===== src/rtl/ar0135_dvp_pkg.sv =====
// Shared types and timing defaults for the AR0135 DVP transmitter.
package ar0135_dvp_pkg;

  localparam int CNT_W = 16;

  typedef logic [CNT_W-1:0] cnt_t;

  typedef enum logic [2:0] {
    S_IDLE,
    S_VSYNC,
    S_VBACK,
    S_ACTIVE,
    S_HBLANK,
    S_VFRONT
  } state_t;

  localparam int DEF_H_ACTIVE = 1280;
  localparam int DEF_V_ACTIVE = 960;
  localparam int DEF_H_BLANK  = 16;
  localparam int DEF_V_SYNC   = 8;
  localparam int DEF_V_BACK   = 16;
  localparam int DEF_V_FRONT  = 16;

  function automatic cnt_t last_cnt(input int n);
    return cnt_t'(n - 1);
  endfunction

endpackage


===== src/rtl/ar0135_dvp_pattern_gen.sv =====
// Line/column test pattern source, built only with
// AR0135_DVP_TX_TEST_PATTERN_EN defined.
`ifdef AR0135_DVP_TX_TEST_PATTERN_EN
module ar0135_dvp_pattern_gen
  import ar0135_dvp_pkg::*;
(
  input  logic        i_clk,
  input  logic        i_rst_n,
  input  logic        i_clr,
  input  logic        i_pix,
  input  logic        i_eol,
  output logic [15:0] o_pix
);

  cnt_t r_col;
  cnt_t r_line;

  always_ff @(posedge i_clk) begin
    if (!i_rst_n) begin
      r_col  <= '0;
      r_line <= '0;
    end else if (i_clr) begin
      r_col  <= '0;
      r_line <= '0;
    end else if (i_eol) begin
      r_col  <= '0;
      r_line <= r_line + cnt_t'(1);
    end else if (i_pix) begin
      r_col  <= r_col + cnt_t'(1);
    end
  end

  assign o_pix = {r_line[7:0], r_col[7:0]};

endmodule
`endif


===== src/rtl/ar0135_dvp_tx.sv =====
// AR0135-style DVP transmitter: 16-bit pixels out as byte pairs, high first.
// Optional internal pattern: define AR0135_DVP_TX_TEST_PATTERN_EN.
module ar0135_dvp_tx
  import ar0135_dvp_pkg::*;
#(
  parameter int H_ACTIVE = DEF_H_ACTIVE,
  parameter int V_ACTIVE = DEF_V_ACTIVE,
  parameter int H_BLANK  = DEF_H_BLANK,
  parameter int V_SYNC   = DEF_V_SYNC,
  parameter int V_BACK   = DEF_V_BACK,
  parameter int V_FRONT  = DEF_V_FRONT
) (
  input  logic        s_clk,
  input  logic        s_rst_n,
  input  logic        en,
  input  logic        test_mode,
  input  logic [15:0] s_data,
  input  logic        s_valid,
  output logic        s_ready,
  output logic        dvp_vsync,
  output logic        dvp_href,
  output logic [7:0]  dvp_data,
  output logic        frame_start,
  output logic        underflow
);

  localparam cnt_t L_HA = last_cnt(2 * H_ACTIVE);
  localparam cnt_t L_VA = last_cnt(V_ACTIVE);
  localparam cnt_t L_HB = last_cnt(H_BLANK);
  localparam cnt_t L_VS = last_cnt(V_SYNC);
  localparam cnt_t L_VB = last_cnt(V_BACK);
  localparam cnt_t L_VF = last_cnt(V_FRONT);

  state_t      r_state;
  state_t      w_nxt;
  cnt_t        r_cnt;
  cnt_t        r_line;
  logic        r_phase;
  logic [15:0] r_held;
  logic        r_vsync;
  logic        r_href;
  logic [7:0]  r_data;
  logic        r_fs;
  logic        r_uf;
  logic        w_take;
  logic        w_last_line;
  logic        w_miss;
  logic [15:0] w_pix;

  assign w_take      = (r_state == S_ACTIVE) && !r_phase;
  assign w_last_line = (r_line == L_VA);

  always_comb begin
    w_nxt = r_state;
    unique case (r_state)
      S_IDLE: begin
        if (en) w_nxt = S_VSYNC;
      end
      S_VSYNC: begin
        if (r_cnt == L_VS)
          w_nxt = (V_BACK == 0) ? S_ACTIVE : S_VBACK;
      end
      S_VBACK: begin
        if (r_cnt == L_VB) w_nxt = S_ACTIVE;
      end
      S_ACTIVE: begin
        if (r_cnt == L_HA) w_nxt = S_HBLANK;
      end
      S_HBLANK: begin
        if (r_cnt == L_HB) begin
          if (!w_last_line)
            w_nxt = S_ACTIVE;
          else
            w_nxt = (V_FRONT == 0) ? S_IDLE : S_VFRONT;
        end
      end
      S_VFRONT: begin
        if (r_cnt == L_VF) w_nxt = S_IDLE;
      end
      default: w_nxt = S_IDLE;
    endcase
  end

  always_ff @(posedge s_clk) begin
    if (!s_rst_n) r_state <= S_IDLE;
    else          r_state <= w_nxt;
  end

  // Per-state cycle counter restarts on every state change.
  always_ff @(posedge s_clk) begin
    if (!s_rst_n)
      r_cnt <= '0;
    else if ((w_nxt != r_state) || (r_state == S_IDLE))
      r_cnt <= '0;
    else
      r_cnt <= r_cnt + cnt_t'(1);
  end

  always_ff @(posedge s_clk) begin
    if (!s_rst_n)
      r_line <= '0;
    else if (r_state == S_VSYNC)
      r_line <= '0;
    else if ((r_state == S_HBLANK) && (r_cnt == L_HB))
      r_line <= r_line + cnt_t'(1);
  end

  always_ff @(posedge s_clk) begin
    if (!s_rst_n)
      r_phase <= 1'b0;
    else if ((r_state == S_ACTIVE) && (w_nxt == S_ACTIVE))
      r_phase <= ~r_phase;
    else
      r_phase <= 1'b0;
  end

`ifdef AR0135_DVP_TX_TEST_PATTERN_EN
  logic        r_tm;
  logic        w_eol;
  logic        w_in_vs;
  logic [15:0] w_pat;

  assign w_eol   = (r_state == S_ACTIVE) && (w_nxt != S_ACTIVE);
  assign w_in_vs = (r_state == S_VSYNC);

  always_ff @(posedge s_clk) begin
    if (!s_rst_n)
      r_tm <= 1'b0;
    else if (r_state == S_IDLE)
      r_tm <= test_mode;
  end

  ar0135_dvp_pattern_gen u_pat (
    .i_clk   (s_clk),
    .i_rst_n (s_rst_n),
    .i_clr   (w_in_vs),
    .i_pix   (w_take),
    .i_eol   (w_eol),
    .o_pix   (w_pat)
  );

  assign s_ready = w_take && !r_tm;
  assign w_miss  = !r_tm && !s_valid;
  assign w_pix   = r_tm ? w_pat : (s_valid ? s_data : 16'h0000);
`else
  logic w_unused;

  assign w_unused = test_mode;
  assign s_ready  = w_take;
  assign w_miss   = !s_valid;
  assign w_pix    = s_valid ? s_data : 16'h0000;
`endif

  // Outputs trail the state by one cycle, so the accepted pixel's
  // high byte appears at the accepting edge.
  always_ff @(posedge s_clk) begin
    if (!s_rst_n) begin
      r_vsync <= 1'b0;
      r_href  <= 1'b0;
      r_data  <= 8'h00;
      r_fs    <= 1'b0;
      r_uf    <= 1'b0;
      r_held  <= 16'h0000;
    end else begin
      r_vsync <= (r_state == S_VSYNC);
      r_fs    <= (r_state == S_VSYNC) && (r_cnt == '0);
      r_href  <= (r_state == S_ACTIVE);
      if (w_take) begin
        r_data <= w_pix[15:8];
        r_held <= w_pix;
      end else if (r_state == S_ACTIVE) begin
        r_data <= r_held[7:0];
      end else begin
        r_data <= 8'h00;
      end
      if (w_take && w_miss)
        r_uf <= 1'b1;
    end
  end

  assign dvp_vsync   = r_vsync;
  assign dvp_href    = r_href;
  assign dvp_data    = r_data;
  assign frame_start = r_fs;
  assign underflow   = r_uf;

endmodule


===== config.mk =====
export PLATFORM = sky130hd
export DESIGN_NAME = ar0135_dvp_tx
export DESIGN_NICKNAME = d
export VERILOG_FILES = /design/src/rtl/ar0135_dvp_pkg.sv /design/src/rtl/ar0135_dvp_pattern_gen.sv /design/src/rtl/ar0135_dvp_tx.sv
export SDC_FILE = /design/constraint.sdc
export NUM_CORES = 1
export LEC_CHECK = 0
export ABC_AREA = 1
export CORE_MARGIN = 3
export CORE_UTILIZATION = 25
export CTS_BUF_LIST = sky130_fd_sc_hd__clkbuf_8
export DETAILED_ROUTE_END_ITERATION = 8
export PLACE_DENSITY = 0.51
export SLEW_MARGIN = 20
export SYNTH_ARGS = -nofsm -noshare
export SYNTH_HDL_FRONTEND = slang
export SYNTH_SLANG_ARGS = --single-unit

===== constraint.sdc =====
create_clock -name s_clk -period 1.9 [get_ports s_clk]
set_input_delay 0.19 -clock s_clk [delete_from_list [all_inputs] [get_ports s_clk]]
set_output_delay 0.19 -clock s_clk [all_outputs]
set_load 0.02 [all_outputs]

* Word-level counts from Yosys, hierarchy flattened
Index checks and enable logic that the tools add are counted.
** Operators by class
- Add/subtract/negate cells :: 2
- Eq/ne operators :: 11
- Mux-type cells :: 11
- Bitwise gates (word level) :: 2
- Reductions and logical operators :: 13
** Operators with widths (count)
- adder 16 x 1 -> 16 bit, second input constant :: 2
- 2-to-1 mux 3 bit :: 7
- one-hot mux 3 bit (6 select lines) :: 1
- == test 16 x 10 -> 1 bit, second input constant :: 1
- == test 16 x 12 -> 1 bit, second input constant :: 1
- == test 16 x 3 -> 1 bit, second input constant :: 1
- == test 16 x 4 -> 1 bit, second input constant :: 1
- logical NOT 16 bit :: 1
- 2-to-1 mux 16 bit :: 1
- 2-to-1 mux 8 bit :: 2
- == test 3 x 2 -> 1 bit, second input constant :: 3
- == test 3 bit, second input constant :: 2
- logical AND 1 bit :: 5
- OR reduction 2 bit :: 2
- == test 3 x 1 -> 1 bit, second input constant :: 1
- logical NOT 3 bit :: 1
- inequality test 3 bit :: 1
- logical NOT 1 bit :: 2
- inverter 1 bit :: 2
- AND reduction 2 bit :: 1
- logical OR 1 bit :: 1
** Word-level totals
- Register bits after elaboration :: 56
- Bits of input ports :: 21
- Output and inout port bits :: 13
- Logic and storage cells :: 49

* Longest topological paths before layout
- Word-level depth :: 7
- Depth in mapped cells :: 12
- Depth with buffers taken out :: 11

* Worst setup path after synthesis
Ideal clock, no wire load.
- Path type :: register -> register
- Start point :: register r_cnt[0]
- End point :: register r_cnt[2]
- Library setup time :: 0.120 ns
- Arrival :: 1.608 ns
- Data required time :: 1.780 ns
- Slack :: 0.173 ns
- Stages on the path, launching flop included :: 12
- Buffers on the path :: 1
- Period minus slack after synthesis :: 1.727 ns
- Path through :: dfxtp_1 > ha_1 > nand3_4 > nor2_8 > nand2_4 > nand2_2 > nand2_2 > nor2_4 > nand3_1 > nand2_4 > buf_6 > nor3_2
** Between the ends
- Cells in the longest elaborated chain, start to end :: 6
- Elaborated cells on any way between the ends :: 13
- Classes of those cells :: add/sub (1); eq/ne (4); mux (6); reduce/logical (2)
** RTL lines
- from (decl) :: line ar0135_dvp_tx.sv:36 : cnt_t r_cnt;
- from (signal assigned) :: line ar0135_dvp_tx.sv:96 : r_cnt <= r_cnt + cnt_t'(1);
- == test 16 x 4 -> 1 bit, or another cell as far along :: line ar0135_dvp_tx.sv:64, ar0135_dvp_tx.sv:70, ar0135_dvp_tx.sv:78
- 2-to-1 mux 3 bit, on equally long branches
- one-hot mux 3 bit (6 select lines) :: line ar0135_dvp_tx.sv:55 : unique case (r_state)
- inequality test 3 bit :: line ar0135_dvp_tx.sv:93 : else if ((w_nxt != r_state) || (r_state == S_IDLE))
- logical OR 1 bit :: line ar0135_dvp_tx.sv:93
- OR reduction 2 bit (no source line)
Several ways; a longest one is shown, not always the timed one.
A chain may end at the register's enable or synchronous reset.

* Final worst setup path
- Start point :: register r_cnt[0]
- End point :: register r_cnt[12]
Same word-level chain as after synthesis.

==> reports/metrics.cfg <==
[run_status]
status = finished, final reports clean

[worst_setup_path]
path_cells = ha_4 > nand3_4 > clkinv_2 > nand2_4 > o21ai_2 > nand2_1 > inv_2 > nand3_1 > nand2_4 > nor3_1
worstSetupEndpointType = register
slowest_delay_ns = 0.38
required_ns = 2.09
cp.arrival_ns = 1.92
slowest_stage = dfxtp_4
cp_max_fo = 16
startpoint_type = register
cp_common_cell = nand2_4
crit_type = register to register

[global_route]
grt_pass1_vias = 2541
grt_pass1_wl_um = 11300
grt.total_usage = 0.103
gr-total-overflow = 0
antenna_found_initial = 0
grt_max_degree = 17

[sta]
hold_ws_ns = 0.433
finalSetupViolations = 0
rsz0062_at_grt = false
period_needed_ns = 1.73
final.setup.tns_ns = 0
fmax_mhz = 579
finalClockSkew_ns = 0.0131
slew_violations = 0
fin_crit_sh = 0.909
max_slew_margin = 0.763
worstMarginPinSlew_ns = 0.352
hold_viol = 0

[placement]
io_buffers = 32
routabilityCongestion = 0.817
hpwl_um = 4690

[logic_synthesis]
synth_mux_area_frac = 0
syn_area_per_cell_sq_um = 7.33
ys.warnings.count = 0
synth_compound_area_frac = 0.0781
synth_area_sq_um = 2850
synth_simple_gate_area_frac = 0.375
synth_top_family_by_area = simple AND/OR/NAND/NOR gates
synth_fa_ha_area_frac = 0.0132
syn_nets = 413
yosysUniqueCellTypes = 33
synth_xor_area_frac = 0.0553
yosysSeqAreaShare = 0.393
synth_cells = 389
ys_ff_latch = 56

[clock_tree]
ctsHoldBuffers = 0
root_buffer = clkbuf_8
cts_setup_buffers = 0
cts_tree = built
cts.htree.levels = 2
cts_num_sinks = 56
path_clk_slew_ns = 0.10
ctsResizeCount = 1
cts_buffers = 5
clk_latency_ns = 0.31
cts_buffer_depth = 2

[die]
initial_utilization = 0.260
core_sq_um = 11000
fp.dieH_um = 113
num_rows = 38
pin_count = 34
die-area_sq_um = 12700
die_x_um = 113

[finish]
syn_to_final_growth_pct = 24.6
drive_gt1_frac = 0.152
fillCellCount = 1176
diodes = 0
layout.nets = 457

[detailed_routing]
viasPerCell = 4.36
wl_per_cell_um = 10.8
route.vias.total = 2505
finalWirelength_um = 6210
drc = 0
dr.pass1.iters = 4
antenna_left = 0
drt-initial-drc-count = 120

[pwr]
p_leak_uw = 0.00126
irDropWorstVdd_mv = 0.264
pwr_density_cell_nw_per_um2 = 567

[run]
drv_cap = 0

[hold_path]
min_path_type = input pin to register

-- registers in the layout (all words and copies together) (netlist names) --
| signal | cells |
|---|---|
| dvp_href | 1 |
| dvp_vsync | 1 |
| dvp_data | 8 |
| frame_start | 1 |
| r_held | 8 |
| r_phase | 1 |
| r_cnt | 16 |
| r_line | 16 |
| r_state | 3 |
| underflow | 1 |
-- metrics by stage --
step                power (uW)  instances  area (sq um)  setup slack [ns]   util
finish                    2020        574          3550             0.174  0.324
global route              2110        574          3550           0.00376  0.324
global placement          1360        566          3420            0.0813  0.312
detailed placement        1360        566          3420            0.0438  0.312
floorplan                 1290        389          2850             0.173      -
CTS                       2060        574          3510            0.0297  0.320
-- power breakdown --
| part | switching (uW) | internal (uW) | leakage (uW) | total [uW] |
|---|---|---|---|---|
| registers | 5.47 | 1180 | 0.000455 | 1180 |
| clock network | 392 | 292 | 0.0000486 | 685 |
| logic | 83.5 | 63.1 | 0.000752 | 147 |
| total | 481 | 1530 | 0.00126 | 2020 |
-- layout make-up --
cell class	instances	area [sq um]	area share
multi-input cells	273	1520	0.427
flip-flops and latches	56	1130	0.318
repair buffers	45	442	0.124
inverters	52	196	0.0553
well taps	140	175	0.0493
clock buffers	6	82.6	0.0232
clock inverters	2	11.3	0.00317
-- synthesized netlist by cell type --
library cell / n / share of area
nand3_2: 1 / 0.0035
nand2_1: 82 / 0.11
nand2_4: 3 / 0.012
clkbuf_1: 3 / 0.0039
o21ai_2: 1 / 0.0031
clkinv_2: 1 / 0.0018
xnor2_1: 2 / 0.0061
o21a_1: 2 / 0.0053
xor2_1: 16 / 0.049
nand3_4: 2 / 0.012
o21ai_0: 6 / 0.011
nor3_4: 1 / 0.0057
inv_2: 4 / 0.0053
buf_2: 2 / 0.0035
nor2_2: 2 / 0.0044
nor3_1: 25 / 0.044
dfxtp_1: 56 / 0.39
nor3_2: 11 / 0.039
a211oi_1: 1 / 0.0026
nand4_1: 6 / 0.013
a31oi_1: 1 / 0.0022
clkbuf_2: 1 / 0.0018
nand3_1: 30 / 0.053
nor2_8: 1 / 0.0070
a21oi_1: 31 / 0.054
nor4_1: 2 / 0.0044
buf_6: 2 / 0.0079
ha_1: 3 / 0.013
inv_1: 46 / 0.061
nand2_2: 4 / 0.0088
clkinv_1: 1 / 0.0013
nor2_1: 37 / 0.049
nor2_4: 3 / 0.012
-- layer usage --
| metal | global-route usage | vias up | wire [um] |
|---|---|---|---|
| li1 | - | 1338 | - |
| met1 | 0.143 | 1125 | 3240 |
| met2 | 0.163 | 35 | 2700 |
| met3 | 0.0203 | 7 | 193 |
| met4 | 0.0272 | 0 | 73 |
| met5 | 0 | - | 0 |
-- critical path: cells and delay by family, from the launching register on --
| family | cells | cell delay, ns |
|---|---|---|
| buffers and inverters | 2 | 0.16 |
| AND/OR/NAND/NOR | 6 | 0.73 |
| flip-flops | 1 | 0.38 |
| adder cells (fa/ha/maj) | 1 | 0.16 |
| AO/OA/AOI/OAI | 1 | 0.17 |
-- path summary, 6_finish.rpt --
kind | start | to | slack (ns) | cells past startpoint
hold reg to reg | r_cnt[0] | r_cnt[0] | 0.46 | 1
setup reg to reg | r_cnt[0] | r_cnt[12] | 0.17 | 10
setup / recovery | r_cnt[0] | r_cnt[12] | 0.17 | 10
hold / removal | s_data[5] | r_held[5] | 0.43 | 3
-- kinds of logic after synthesis --
| logic type | count (synthesis) |
|---|---|
| simple gates | 210 |
| buf+inv | 60 |
| flops | 56 |
| compound gates | 42 |
| xor+xnor | 18 |
| fa+ha+maj | 3 |
-- layout by cell type (no fill, tap or decap), types with 2 or more instances in the layout --
cell type and count:
dfxtp_2 5, nor4_1 2, o21a_1 2, buf_4 11, nor3_1 23, buf_12 2
inv_1 47, clkbuf_8 6, xnor2_1 2, inv_2 4, nand2_4 3, nand3_4 2
nor2_1 35, nand2_1 82, nand2_2 4, nor3_2 13, clkdlybuf4s50_1 31, o21ai_0 6
nand4_1 6, xor2_1 16, a21oi_1 31, nor2_4 3, dfxtp_1 50, nand3_1 30
nor2_2 4
(Power assumes the default switching activity.)
